**config.mk**
```make
export PLATFORM = sky130hd
export DESIGN_NAME = fetch_phase_flat
export DESIGN_NICKNAME = d
export VERILOG_FILES = /design/src/rtl/fetch_phase_pkg.sv /design/src/rtl/fetch_phase_if.sv /design/src/rtl/fetch_phase_inst_queue.sv /design/src/rtl/fetch_phase.sv /design/src/flat_wrapper.sv
export SDC_FILE = /design/constraint.sdc
export NUM_CORES = 1
export LEC_CHECK = 0
export CAP_MARGIN = 20
export CORE_MARGIN = 2
export CORE_UTILIZATION = 57
export CTS_CLUSTER_DIAMETER = 30
export DETAILED_ROUTE_END_ITERATION = 12
export PLACE_DENSITY = 0.86
export SLEW_MARGIN = 0
export SYNTH_ARGS = -nofsm -noshare
export SYNTH_HDL_FRONTEND = slang
export SYNTH_SLANG_ARGS = --single-unit
```
**constraint.sdc**
```tcl
create_clock -name clk -period 18.4 [get_ports clk]
set_input_delay 3.68 -clock clk [delete_from_list [all_inputs] [get_ports clk]]
set_output_delay 3.68 -clock clk [all_outputs]
set_load 0.005 [all_outputs]
```
**src/rtl/fetch_phase_pkg.sv**
```systemverilog
// Shared widths, FSM encoding and FIFO entry layout for the fetch phase.
package fetch_phase_pkg;
   localparam int unsigned PC_W   = 32;
   localparam int unsigned INST_W = 32;

   typedef enum logic {
      S_RUN   = 1'b0,
      S_FLUSH = 1'b1
   } fetch_state_e;

   typedef struct packed {
      logic [INST_W-1:0] inst;
      logic [PC_W-1:0]   pc;
   } fetch_entry_t;
endpackage

```
**src/rtl/fetch_phase_if.sv**
```systemverilog
// Fetch-phase signal bundle: instruction-memory port, redirect input, decode output.
interface fetch_phase_if;
   import fetch_phase_pkg::*;

   logic              imem_en;
   logic [PC_W-1:0]   imem_addr;
   logic [INST_W-1:0] imem_data;
   logic              redirect_valid;
   logic [PC_W-1:0]   redirect_pc;
   logic              stall;
   logic [INST_W-1:0] inst;
   logic [PC_W-1:0]   inst_pc;
   logic              inst_valid;

   modport master (
      output imem_en, imem_addr, inst, inst_pc, inst_valid,
      input  imem_data, redirect_valid, redirect_pc, stall
   );

   modport slave (
      input  imem_en, imem_addr, inst, inst_pc, inst_valid,
      output imem_data, redirect_valid, redirect_pc, stall
   );
endinterface

```
**src/rtl/fetch_phase_inst_queue.sv**
```systemverilog
// Two-entry instruction queue with flush; head entry is presented combinationally from storage.
module inst_queue
   import fetch_phase_pkg::*;
#(
   parameter int unsigned DEPTH = 2
) (
   input  logic         clk,
   input  logic         rst,
   input  logic         push_i,
   input  fetch_entry_t push_data_i,
   input  logic         pop_i,
   input  logic         flush_i,
   output fetch_entry_t head_o,
   output logic [1:0]   count_o
);
   fetch_entry_t mem_q [2];
   logic         rd_ptr_q;
   logic         wr_ptr_q;
   logic [1:0]   count_q;
   logic         do_push;
   logic         do_pop;

   // Guards keep the queue from ever over- or underflowing.
   assign do_pop  = pop_i && (count_q != 2'd0);
   assign do_push = push_i && ((count_q < 2'(DEPTH)) || do_pop);

   always_ff @(posedge clk or posedge rst) begin
      if (rst) begin
         mem_q[0] <= '0;
         mem_q[1] <= '0;
         rd_ptr_q <= 1'b0;
         wr_ptr_q <= 1'b0;
         count_q  <= 2'd0;
      end else if (flush_i) begin
         rd_ptr_q <= 1'b0;
         wr_ptr_q <= 1'b0;
         count_q  <= 2'd0;
      end else begin
         if (do_push) begin
            mem_q[wr_ptr_q] <= push_data_i;
            wr_ptr_q        <= ~wr_ptr_q;
         end
         if (do_pop) begin
            rd_ptr_q <= ~rd_ptr_q;
         end
         count_q <= count_q + 2'(do_push) - 2'(do_pop);
      end
   end

   assign head_o  = mem_q[rd_ptr_q];
   assign count_o = count_q;
endmodule

```
**src/rtl/fetch_phase.sv**
```systemverilog
// Instruction fetch: sequential PC generation, 1-cycle imem read, 2-deep queue toward decode, redirect flush.
module fetch_phase
   import fetch_phase_pkg::*;
#(
   parameter logic [PC_W-1:0] RESET_PC = 32'h0000_0000,
   parameter int unsigned     PC_STEP  = 4,
   parameter int unsigned     DEPTH    = 2
) (
   input logic          clk,
   input logic          rst,
   fetch_phase_if.master fp_io
);
   logic [PC_W-1:0] pc_q;
   logic [PC_W-1:0] req_pc_q;
   logic            inflight_q;
   logic            squash_q;
   fetch_state_e    state_q;

   logic [1:0]      count;
   logic [2:0]      occupancy;
   logic            deq;
   logic            enq;
   logic            issue;
   fetch_entry_t    enq_entry;
   fetch_entry_t    head;

   assign fp_io.inst_valid = (count != 2'd0);
   assign deq = fp_io.inst_valid && !fp_io.stall && !fp_io.redirect_valid;

   // Issue only if the returning word is guaranteed a free queue slot.
   assign occupancy = 3'(count) + 3'(inflight_q) - 3'(deq);
   assign issue     = !rst && !fp_io.redirect_valid && (occupancy < 3'(DEPTH));
   assign enq       = inflight_q && !squash_q;

   assign fp_io.imem_en   = issue;
   assign fp_io.imem_addr = pc_q;

   always_comb begin
      enq_entry      = '0;
      enq_entry.inst = fp_io.imem_data;
      enq_entry.pc   = req_pc_q;
   end

   always_ff @(posedge clk or posedge rst) begin
      if (rst) begin
         pc_q       <= RESET_PC;
         req_pc_q   <= '0;
         inflight_q <= 1'b0;
         squash_q   <= 1'b0;
         state_q    <= S_RUN;
      end else begin
         inflight_q <= issue;
         if (issue) begin
            pc_q     <= pc_q + PC_W'(PC_STEP);
            req_pc_q <= pc_q;
         end
         // Redirect wins in any state; S_FLUSH issues the target on the following cycle.
         if (fp_io.redirect_valid) begin
            pc_q     <= fp_io.redirect_pc;
            squash_q <= inflight_q;
            state_q  <= S_FLUSH;
         end else if (state_q == S_FLUSH) begin
            squash_q <= 1'b0;
            state_q  <= S_RUN;
         end
      end
   end

   inst_queue #(
      .DEPTH (DEPTH)
   ) u_inst_queue (
      .clk         (clk),
      .rst         (rst),
      .push_i      (enq),
      .push_data_i (enq_entry),
      .pop_i       (deq),
      .flush_i     (fp_io.redirect_valid),
      .head_o      (head),
      .count_o     (count)
   );

   assign fp_io.inst    = head.inst;
   assign fp_io.inst_pc = head.pc;
endmodule

```
**src/flat_wrapper.sv**
```systemverilog
// flat-port wrapper written by rule: the top's interface ports become plain ports
module fetch_phase_flat import fetch_phase_pkg::*;
#(
   parameter logic [PC_W-1:0] RESET_PC = 32'h0000_0000,
   parameter int unsigned     PC_STEP  = 4,
   parameter int unsigned     DEPTH    = 2
)
  (clk, rst, fp_io_imem_en, fp_io_imem_addr, fp_io_inst, fp_io_inst_pc, fp_io_inst_valid, fp_io_imem_data, fp_io_redirect_valid, fp_io_redirect_pc, fp_io_stall);
  fetch_phase_if fp_io_i ();
  input logic clk;
  input logic rst;
  output wire logic [$bits(fp_io_i.imem_en)-1:0] fp_io_imem_en;
  output wire logic [$bits(fp_io_i.imem_addr)-1:0] fp_io_imem_addr;
  output wire logic [$bits(fp_io_i.inst)-1:0] fp_io_inst;
  output wire logic [$bits(fp_io_i.inst_pc)-1:0] fp_io_inst_pc;
  output wire logic [$bits(fp_io_i.inst_valid)-1:0] fp_io_inst_valid;
  input wire logic [$bits(fp_io_i.imem_data)-1:0] fp_io_imem_data;
  input wire logic [$bits(fp_io_i.redirect_valid)-1:0] fp_io_redirect_valid;
  input wire logic [$bits(fp_io_i.redirect_pc)-1:0] fp_io_redirect_pc;
  input wire logic [$bits(fp_io_i.stall)-1:0] fp_io_stall;
  assign fp_io_imem_en = fp_io_i.imem_en;
  assign fp_io_imem_addr = fp_io_i.imem_addr;
  assign fp_io_inst = fp_io_i.inst;
  assign fp_io_inst_pc = fp_io_i.inst_pc;
  assign fp_io_inst_valid = fp_io_i.inst_valid;
  assign fp_io_i.imem_data = fp_io_imem_data;
  assign fp_io_i.redirect_valid = fp_io_redirect_valid;
  assign fp_io_i.redirect_pc = fp_io_redirect_pc;
  assign fp_io_i.stall = fp_io_stall;
  fetch_phase #(.RESET_PC(RESET_PC), .PC_STEP(PC_STEP), .DEPTH(DEPTH)) u_core (.clk(clk), .rst(rst), .fp_io(fp_io_i));
endmodule
```
==> run metrics, run 1 <==
status finished, final reports clean; Net Count, Synth 803; cell area after technology mapping 8990 um2; count of buffers from port buffering 165; count of fill cells added during filler insertion 962; Final Skew between 0.005 and 0.006 ns; Fmax 88.2 MHz; kind of launch point of the worst setup path input pin; row cnt 45; final count of pins violating max slew 0; post-synth cell types between 40 and 50; hold bufs inserted after CTS 0; area growth from synthesis to layout 27.3%; clock insertion delay at the later pin of the skew report 0.43 ns; number of buffers created by CTS 17; CP Data Arrival Time 7.65 ns; Peak supply drop about 0.000070 V; Leakage Power 5.11 nW; Clock Tree Root sky130_fd_sc_hd__clkbuf_16; HPWL Detailed 13.6 mm; register area share after synthesis 0.554; cell area after layout 11400 um2; clock tree from TritonCTS built; CORE AREA 15300 um2; Detailed Route Iter0 Violations 469; worst setup slack after placement 7.11 ns; relative contribution of the clock network to total power 0.221; final critical-path share of the clock period 0.616; DRT Pass-1 Iters 5; Cells after DPL 1071; Seq pwr share 0.417; fin worst setup slack 7.07 ns; die area roughly 17000 um2; switching part of the total power 0.294; maximum level of the CTS H-tree 4; required time at the worst-slack endpoint 14.72 ns; pin count of the biggest net entering global routing between 100 and 150; Async S/R FF share, synth 1.00; number of nets with antenna violations after detailed routing 0; first-pass GRT wire length around 34 mm; cell types with the highest counts after synthesis sky130_fd_sc_hd__dfrtp_1 (199), sky130_fd_sc_hd__mux2_2 (194), sky130_fd_sc_hd__nand2_1 (115); capturing element type of the critical path primary output; number of antenna cells inserted 0; Initial Util 0.587; aggregate negative setup slack 0 ns; power density of the placed cells 156 nW/um2; horizontal die dimension 130 um; Die Y-Extent 130 um; weighted congestion reported at the end of routability-driven placement 0.798; total I/O pin count approximately 170; number of hold-slack violations in the final timing report 0; worst max-slew margin expressed relative to the limit 0.440; number of enable flip-flop cells after synthesis 0; antenna violations before repair 0; worst hold-check path type reg -> reg; number of warnings issued by yosys 0; final standard cell count with taps included and fillers excluded 1104; most common cell in the netlist sky130_fd_sc_hd__dfrtp_1; MaxCap Viol Count 0; post-route minimum period 11.33 ns; net count reported at finish 954; total chip power 1.79 mW; portion of total power attributed to combinational logic 0.362; clk sinks 199; main flop type after synthesis sky130_fd_sc_hd__dfrtp_1; global-route usage over all layers 0.260; GR Overflow Total 0; routed length per instance 19.0 um; Synth Area per Inst 12.3 um2; number of global-route vias before repair 6676; switching power roughly 0.53 mW; area share of the largest cell type after synthesis 0.554; Total Routed Length 20.9 mm; post-CTS setup buffer count 0; clock transition at the registers of the reported paths 0.06 ns; number of setup violations in the final report 0; Slew @ Worst Pin 0.840 ns; cell area after placement 10800 um2; top cells by area in the synthesized netlist sky130_fd_sc_hd__dfrtp_1 (55%), sky130_fd_sc_hd__mux2_2 (24%), sky130_fd_sc_hd__nand2_1 (4.8%), sky130_fd_sc_hd__buf_2 (1.2%), sky130_fd_sc_hd__nand3_1 (1.0%); cell taking the most area after synthesis sky130_fd_sc_hd__dfrtp_1; RSZ-0062 raised after global routing false; maximum buffer depth of the clock tree 2; fraction of final layout cells with drive strength greater than 1 0.274; cell-internal power 1.26 mW; kind of critical path in -> out; Cells after Synth 730; Vias 6318; peak fanout along the critical path 59; number of instances resized during post-cts repair 0; DRC Markers 0; Seq cells post-synth between 150 and 200; via-per-instance ratio between 5 and 6
power groups by stage:
stage,clock [mW],sequential [mW],combinational (mW)
floorplan,0,0.698,0.375
global placement,0,0.728,0.621
detailed placement,0,0.749,0.644
CTS,0.400,0.743,0.653
global route,0.420,0.769,0.703
finish,0.395,0.745,0.646
path summary, 6_finish.rpt:
path                                                               start                                         to  slack (ns)  depth (start not counted)
worst max-delay path                                fp_io_redirect_valid                              fp_io_imem_en        7.07                         11
worst min-delay path                            u_core.state_q$_DFF_PP0_                u_core.squash_q$_DFFE_PP0P_        0.44                          1
worst max register to register  u_core.u_inst_queue.count_o[1]$_DFF_PP0_     u_core.fp_io.imem_addr[22]$_DFFE_PP0P_       13.91                         13
worst min register to register                  u_core.state_q$_DFF_PP0_                u_core.squash_q$_DFFE_PP0P_        0.44                          1
max in group asynchronous                                            rst  u_core.u_inst_queue.mem_q[31]$_DFFE_PP0P_       13.36                          4
min in group asynchronous                                            rst                   u_core.state_q$_DFF_PP0_        3.92                          2
worst max-delay path: stages:
cell	delay, ns
sky130_fd_sc_hd__buf_2	0.08
sky130_fd_sc_hd__buf_4	0.49
sky130_fd_sc_hd__nor3_1	0.14
sky130_fd_sc_hd__ha_1	0.29
sky130_fd_sc_hd__nand2b_1	0.15
sky130_fd_sc_hd__fa_1	0.38
sky130_fd_sc_hd__xor2_1	0.15
sky130_fd_sc_hd__or4b_2	0.61
sky130_fd_sc_hd__buf_4	0.32
sky130_fd_sc_hd__clkinv_2	0.66
sky130_fd_sc_hd__clkdlybuf4s50_1	0.65
cell families after synthesis:
logic type | after synthesis | share of synthesized area
AND/OR/NAND/NOR | 204 | 0.112
buffers and inverters | 53 | 0.0262
AO/OA/AOI/OAI | 67 | 0.0492
adder cells (fa/ha/maj) | 5 | 0.00780
multiplexers | 196 | 0.245
flip-flops | 199 | 0.554
XOR/XNOR | 6 | 0.00585
per-stage QoR:
| step | util | hold slack [ns] |
|---|---|---|
| detailed placement | 0.704 | 0.429 |
| finish | 0.747 | 0.440 |
| global placement | 0.704 | 0.416 |
| global route | 0.747 | 0.459 |
| CTS | 0.745 | 0.439 |
| floorplan | - | 0.410 |
layout by cell type (no fill, tap or decap), drive strengths merged, types with 4 or more instances in the layout:
cell,n
nor2,14
buf,11
o21ai,23
nand2,115
nand2b,4
bufinv,4
mux2,194
a221o,4
inv,9
a21o,4
clkinv,5
nor2b,5
nand4,13
nand3,19
nor3b,5
clkbuf,23
or3,6
nor3,7
o311ai,5
xor2,4
ha,4
nor4,4
dfrtp,199
clkdlybuf4s50,164
a21oi,9
o211ai,10
state kept, by name, indices dropped and copies added, names as in the netlist:
register,cells
u_core.squash_q,1
u_core.inflight_q,1
u_core.state_q,1
u_core.u_inst_queue.rd_ptr_q,1
u_core.u_inst_queue.count_o,2
u_core.req_pc_q,32
u_core.u_inst_queue.wr_ptr_q,1
u_core.u_inst_queue.mem_q,128
u_core.fp_io.imem_addr,32
per-layer routing:
| layer | track usage | routed length [um] |
|---|---|---|
| met3 | 0.0537 | 1350 |
| met1 | 0.336 | 8920 |
| met4 | 0.0942 | 466 |
| met5 | 0 | 0 |
| met2 | 0.438 | 10200 |
final cells by class:
cell class                 instances  area, um2  area share
multi-input combinational        478       3780       0.330
inverter                          10       46.3     0.00405
clock inverter                     8        144      0.0126
sequential                       199       4980       0.435
clock buffer                      23        488      0.0427
tap                              211        264      0.0231
timing repair buffer             175       1740       0.152
No activity file was read; power rests on OpenSTA's default activity.
==> inputs of run 2 (changes only) <==
CORE_UTILIZATION = 53   (was 57)
PLACE_DENSITY = 0.81   (was 0.86)
clock period = 11.8 ns   (was 18.4 ns; I/O delays follow)
==> run metrics, run 2 (synthesis results as in run 1) <==
Cells after DPL 1080 (+0.84%); DRC Markers 0 (unchanged); count of buffers from port buffering 165 (unchanged); length of routed wiring on met1 8.77 mm (-1.7%); area growth from synthesis to layout 27.3% (about the same); end of the worst register-to-register path u_core.fp_io.imem_addr[15]$_DFFE_PP0P_; flip-flop count of the largest register after layout 128 (unchanged); number of instances resized during post-cts repair 0 (unchanged); Peak supply drop 0.000130 V (+85%); DRT Pass-1 Iters 5 (unchanged); commonest cells after routing, fill and taps aside sky130_fd_sc_hd__dfrtp_1 (198), sky130_fd_sc_hd__mux2_2 (194), sky130_fd_sc_hd__clkdlybuf4s50_1 (164); Worst Setup EP fp_io_imem_en; Total Routed Length 19.3 mm (-7.9%); post-CTS setup buffer count 0 (unchanged); crit-path most repeated cell sky130_fd_sc_hd__buf_4; number of global-route vias before repair 6200 (-7.1%); total chip power 2.77 mW (+55%); Clock Tree Root sky130_fd_sc_hd__clkbuf_16; Most flops, register u_core.u_inst_queue.mem_q; HPWL Detailed 12.3 mm (-9.7%); crit-path max cell delay 0.65 ns (about the same); final count of pins violating max slew 0 (unchanged); fraction of final layout cells with drive strength greater than 1 0.275 (+0.00112); clock transition at the registers of the reported paths 0.06 ns (about the same); Worst R2R Start u_core.u_inst_queue.count_o[1]$_DFF_PP0_; number of nets with antenna violations after detailed routing 0 (unchanged); Fmax 116 MHz; Met2 Routed Length 9.05 mm (-11%); Final Skew 0.0106 ns (+0.00507 ns); kind of launch point of the worst setup path input pin; depth of the worst register-to-register path 13 (unchanged); clk sinks 199 (unchanged); MaxCap Viol Count 0 (unchanged); weighted congestion reported at the end of routability-driven placement 0.805 (+0.86%); maximum buffer depth of the clock tree 2 (unchanged); most common library cell in the layout ignoring fill and taps sky130_fd_sc_hd__dfrtp_1; GR Overflow Total 0 (unchanged); Leakage Power 5.10 nW (-0.26%); die area 18000 um2 (+7.3%); fin worst setup slack 3.17 ns (-3.90 ns); number of antenna cells inserted 0 (unchanged); slowest CP cell sky130_fd_sc_hd__clkdlybuf4s50_1; row cnt 47 (+4.4%); maximum level of the CTS H-tree 4 (unchanged); final standard cell count with taps included and fillers excluded 1113 (+0.82%); power density of the placed cells 242 nW/um2 (+55%); critical-path cell list buf_2 > buf_4 > nor3_1 > ha_1 > nand2b_1 > fa_1 > xor2_1 > or4b_2 > buf_4 > clkinv_2 > clkdlybuf4s50_1; RSZ-0062 raised after global routing false; via-per-instance ratio 5.54 (-3.2%); required time at the worst-slack endpoint 9.44 ns (-5.28 ns); minimum hold slack 0.446 ns (+0.00659 ns); clock tree from TritonCTS built; worst setup slack after placement 3.17 ns (-3.94 ns); first-pass GRT wire length 31.7 mm (-6.2%); net count reported at finish 953 (-0.10%); horizontal die dimension 134 um (+3.6%); Vias 6163 (-2.5%); r2r setup slk 7.47 ns (-6.44 ns); clock insertion delay at the later pin of the skew report 0.43 ns (about the same); Initial Util 0.542 (-0.0449); total I/O pin count 166 (unchanged); global-route usage over all layers 0.220 (-0.0400); status finished, final reports clean; Detailed Route Iter0 Violations 392 (-16%); Slew @ Worst Pin 0.929 ns (+0.0893 ns); CP Launch Point fp_io_redirect_valid; worst hold-check path type reg -> reg; post-route minimum period 8.63 ns; hold bufs inserted after CTS 0 (unchanged); peak fanout along the critical path 59 (unchanged); antenna violations before repair 0 (unchanged); aggregate negative setup slack 0 ns (unchanged); CORE AREA 16600 um2 (+8.3%); pin count of the biggest net entering global routing 142 (+18%); length of routed met3 wiring 1.23 mm (-8.5%); top layer reached by signal wires met4; worst max-slew margin expressed relative to the limit 0.380 (-0.0595); number of setup violations in the final report 0 (unchanged); kind of critical path in -> out; final critical-path share of the clock period 0.732; routed length per instance 17.3 um (-8.6%); number of hold-slack violations in the final timing report 0 (unchanged); Die Y-Extent 134 um (+3.6%); number of buffers created by CTS 17 (unchanged); capturing element type of the critical path primary output; CP Data Arrival Time 6.27 ns (-1.38 ns)
run 2: report_power, final:
part           leakage (nW)  switching, mW  total (mW)  internal [mW]
combinational          2.27          0.361       0.993          0.632
sequential             2.52          0.194        1.15          0.955
clock                 0.312          0.259       0.630          0.371
run 2: final cells by class:
class                           instances  area [um2]
Clock inverter                         12         189
Timing Repair Buffer                  174        1710
Sequential cell                       199        4980
Multi-Input combinational cell        478        3780
Fill cell                            1223        5140
Tap cell                              220         275
Inverter                               10        46.3
Clock buffer                           20         457
run 2: how the worst min path moves through the flow:
| stage | from | end | slack (ns) | cells after the start |
|---|---|---|---|---|
| detailed placement | u_core.state_q$_DFF_PP0_ | u_core.squash_q$_DFFE_PP0P_ | 0.43 | 1 |
| CTS | u_core.state_q$_DFF_PP0_ | u_core.squash_q$_DFFE_PP0P_ | 0.45 | 1 |
| global route | u_core.state_q$_DFF_PP0_ | u_core.squash_q$_DFFE_PP0P_ | 0.49 | 1 |
| finish | u_core.state_q$_DFF_PP0_ | u_core.squash_q$_DFFE_PP0P_ | 0.45 | 1 |
| global placement | u_core.state_q$_DFF_PP0_ | u_core.squash_q$_DFFE_PP0P_ | 0.42 | 1 |
| floorplan | u_core.state_q$_DFF_PP0_ | u_core.squash_q$_DFFE_PP0P_ | 0.41 | 1 |
run 2: through the flow:
stage	instance area [um2]	util
final	11400	0.690
after global routing	11400	0.690
after CTS	11400	0.689
after detailed placement	10800	0.650
after global placement	10800	0.650
after floorplan	8990	-
run 2: layer usage:
layer	up-vias	global-route usage
li1	2891	-
met1	3046	0.319
met2	211	0.342
met3	15	0.0382
met4	0	0.0684
met5	-	0
run 2: critical path, delay by kind of cell:
| kind | cells | cell delay [ns] |
|---|---|---|
| adders and majority gates | 2 | 0.66 |
| buffers and inverters | 5 | 2.15 |
| xor gates and xnor gates | 1 | 0.15 |
| and+or+nand+nor | 3 | 0.90 |
==> inputs of run 3 (changes only) <==
clock period = 8 ns   (was 11.8 ns; I/O delays follow)
==> run metrics, run 3 (synthesis results as in run 1) <==
r2r setup slk 4.01 ns (-3.46 ns); Peak supply drop 0.000176 V (+36%); capturing element type of the critical path primary output; RSZ-0062 raised after global routing false; number of buffers created by CTS 17 (unchanged); clk sinks 199 (unchanged); count of fill cells added during filler insertion 1248 (+2.0%); flip-flop count of the largest register after layout 128 (unchanged); Total Routed Length 19.1 mm (-0.92%); antenna violations before repair 0 (unchanged); kind of launch point of the worst setup path input pin; hold bufs inserted after CTS 0 (unchanged); Leakage Power 5.09 nW (about the same); via-per-instance ratio 5.57 (+0.64%); Detailed Route Iter0 Violations 355 (-9.4%); number of global-route vias before repair 6164 (-0.58%); aggregate negative setup slack 0 ns (unchanged); most common library cell in the layout ignoring fill and taps sky130_fd_sc_hd__dfrtp_1; Hold EP u_core.squash_q$_DFFE_PP0P_; post-CTS setup buffer count 0 (unchanged); crit-path max cell delay 0.71 ns (+0.06 ns); row cnt 47 (unchanged); depth of the worst register-to-register path 13 (unchanged); DRC Markers 0 (unchanged); GR Overflow Total 0 (unchanged); pin count of the biggest net entering global routing 116 (-18%); kind of critical path in -> out; horizontal die dimension 134 um (unchanged); Clock Tree Root sky130_fd_sc_hd__clkbuf_16; final count of pins violating max slew 0 (unchanged); required time at the worst-slack endpoint 6.40 ns (-3.04 ns); commonest cells after routing, fill and taps aside sky130_fd_sc_hd__dfrtp_1 (198), sky130_fd_sc_hd__mux2_2 (194), sky130_fd_sc_hd__clkdlybuf4s50_1 (164); clock tree from TritonCTS built; Final Skew 0.00648 ns (-0.00409 ns); weighted congestion reported at the end of routability-driven placement 0.812 (+0.89%); final critical-path share of the clock period 0.764; HPWL Detailed 12.3 mm (+0.61%); global-route usage over all layers 0.219 (-0.00140); maximum buffer depth of the clock tree 2 (unchanged); CORE AREA 16600 um2 (unchanged); crit-path most repeated cell sky130_fd_sc_hd__clkdlybuf4s50_1; number of instances resized during post-cts repair 0 (unchanged); number of nets with antenna violations after detailed routing 0 (unchanged); Initial Util 0.542 (unchanged); first-pass GRT wire length 31.3 mm (-1.2%); worst max-slew margin expressed relative to the limit 0.485 (+0.105); Slew @ Worst Pin 0.766 ns (-0.163 ns); peak fanout along the critical path 6 (-90%); clock transition at the registers of the reported paths 0.07 ns (about the same); worst hold-check path type reg -> reg; end of the worst register-to-register path u_core.fp_io.imem_addr[6]$_DFFE_PP0P_; Vias 6208 (+0.73%); worst setup slack after placement 1.89 ns (-1.28 ns); total I/O pin count 166 (unchanged); number of antenna cells inserted 0 (unchanged); final standard cell count with taps included and fillers excluded 1114 (+0.090%); Cells after DPL 1082 (+0.19%); DRT Pass-1 Iters 6 (+1); post-route minimum period 6.11 ns; fin worst setup slack 1.89 ns (-1.28 ns); number of hold-slack violations in the final timing report 0 (unchanged); die area 18000 um2 (unchanged); Most flops, register u_core.u_inst_queue.mem_q; Fmax 164 MHz; status finished, final reports clean; maximum level of the CTS H-tree 4 (unchanged); number of setup violations in the final report 0 (unchanged); CP Data Arrival Time 4.51 ns (-1.76 ns); routed length per instance 17.1 um (-1.0%); Hold Crit Depth 1 (unchanged); slowest CP cell sky130_fd_sc_hd__or4b_2; clock insertion delay at the later pin of the skew report 0.42 ns (about the same); count of buffers from port buffering 165 (unchanged); critical-path cell list clkdlybuf4s50_1 > nor3_1 > ha_1 > nand2b_1 > fa_1 > xor2_1 > or4b_2 > clkinv_2 > clkdlybuf4s50_1; fraction of final layout cells with drive strength greater than 1 0.275 (-0.000308); MaxCap Viol Count 0 (unchanged); net count reported at finish 955 (+0.21%); Die Y-Extent 134 um (unchanged); area growth from synthesis to layout 27.2% (about the same); Worst R2R Start u_core.u_inst_queue.count_o[1]$_DFF_PP0_; power density of the placed cells 352 nW/um2 (+45%); Hold Crit Start u_core.state_q$_DFF_PP0_
## run 3: area by class of cell
| type | instances | area (um2) | area share |
|---|---|---|---|
| repair buffers | 176 | 1750 | 0.153 |
| flip-flops and latches | 199 | 4980 | 0.436 |
| well taps | 220 | 275 | 0.0241 |
| clock inverters | 10 | 145 | 0.0127 |
| multi-input cells | 478 | 3780 | 0.330 |
| inverters | 10 | 46.3 | 0.00405 |
| clock buffers | 21 | 460 | 0.0403 |
## run 3: worst max-delay path, delay by kind of cell
family / cells / cell delay, ns
adder cells (fa/ha/maj): 2 / 0.62
XOR/XNOR: 1 / 0.15
AND/OR/NAND/NOR: 3 / 1.07
buffers and inverters: 3 / 1.08
## run 3: stage by stage
step            util  power (mW)  area (um2)  hold slack, ns
3_3_place_gp   0.651        3.13       10800           0.414
4_1_cts        0.688        4.07       11400           0.445
6_report       0.689        4.03       11400           0.442
2_1_floorplan      -        2.47        8990           0.410
5_1_grt        0.689        4.28       11400           0.497
3_5_place_dp   0.651        3.18       10800           0.433
## run 3: worst max path at each step
stage	from	endpoint	slack, ns	cells past startpoint
finish	fp_io_stall	fp_io_imem_en	1.89	9
global route	fp_io_stall	fp_io_imem_en	1.74	9
CTS	fp_io_stall	fp_io_imem_en	1.88	9
detailed placement	fp_io_stall	fp_io_imem_en	1.89	9
global placement	fp_io_stall	fp_io_imem_en	1.91	9
floorplan	rst	u_core.fp_io.imem_addr[0]$_DFFE_PP0P_	0.97	1
## run 3: power breakdown
part | internal [mW] | leakage (nW) | switching (mW) | total [mW]
Combinational | 0.935 | 2.28 | 0.532 | 1.47
Clock | 0.510 | 0.290 | 0.358 | 0.868
Sequential | 1.41 | 2.52 | 0.285 | 1.69
## run 3: layer usage
metal	share of wire	track usage	routed length, um	vias up
li1	-	-	-	2897
met1	0.46	0.314	8790	3106
met2	0.47	0.334	9000	191
met3	0.058	0.0510	1110	14
met4	0.011	0.0643	202	0
met5	0	0	0	-
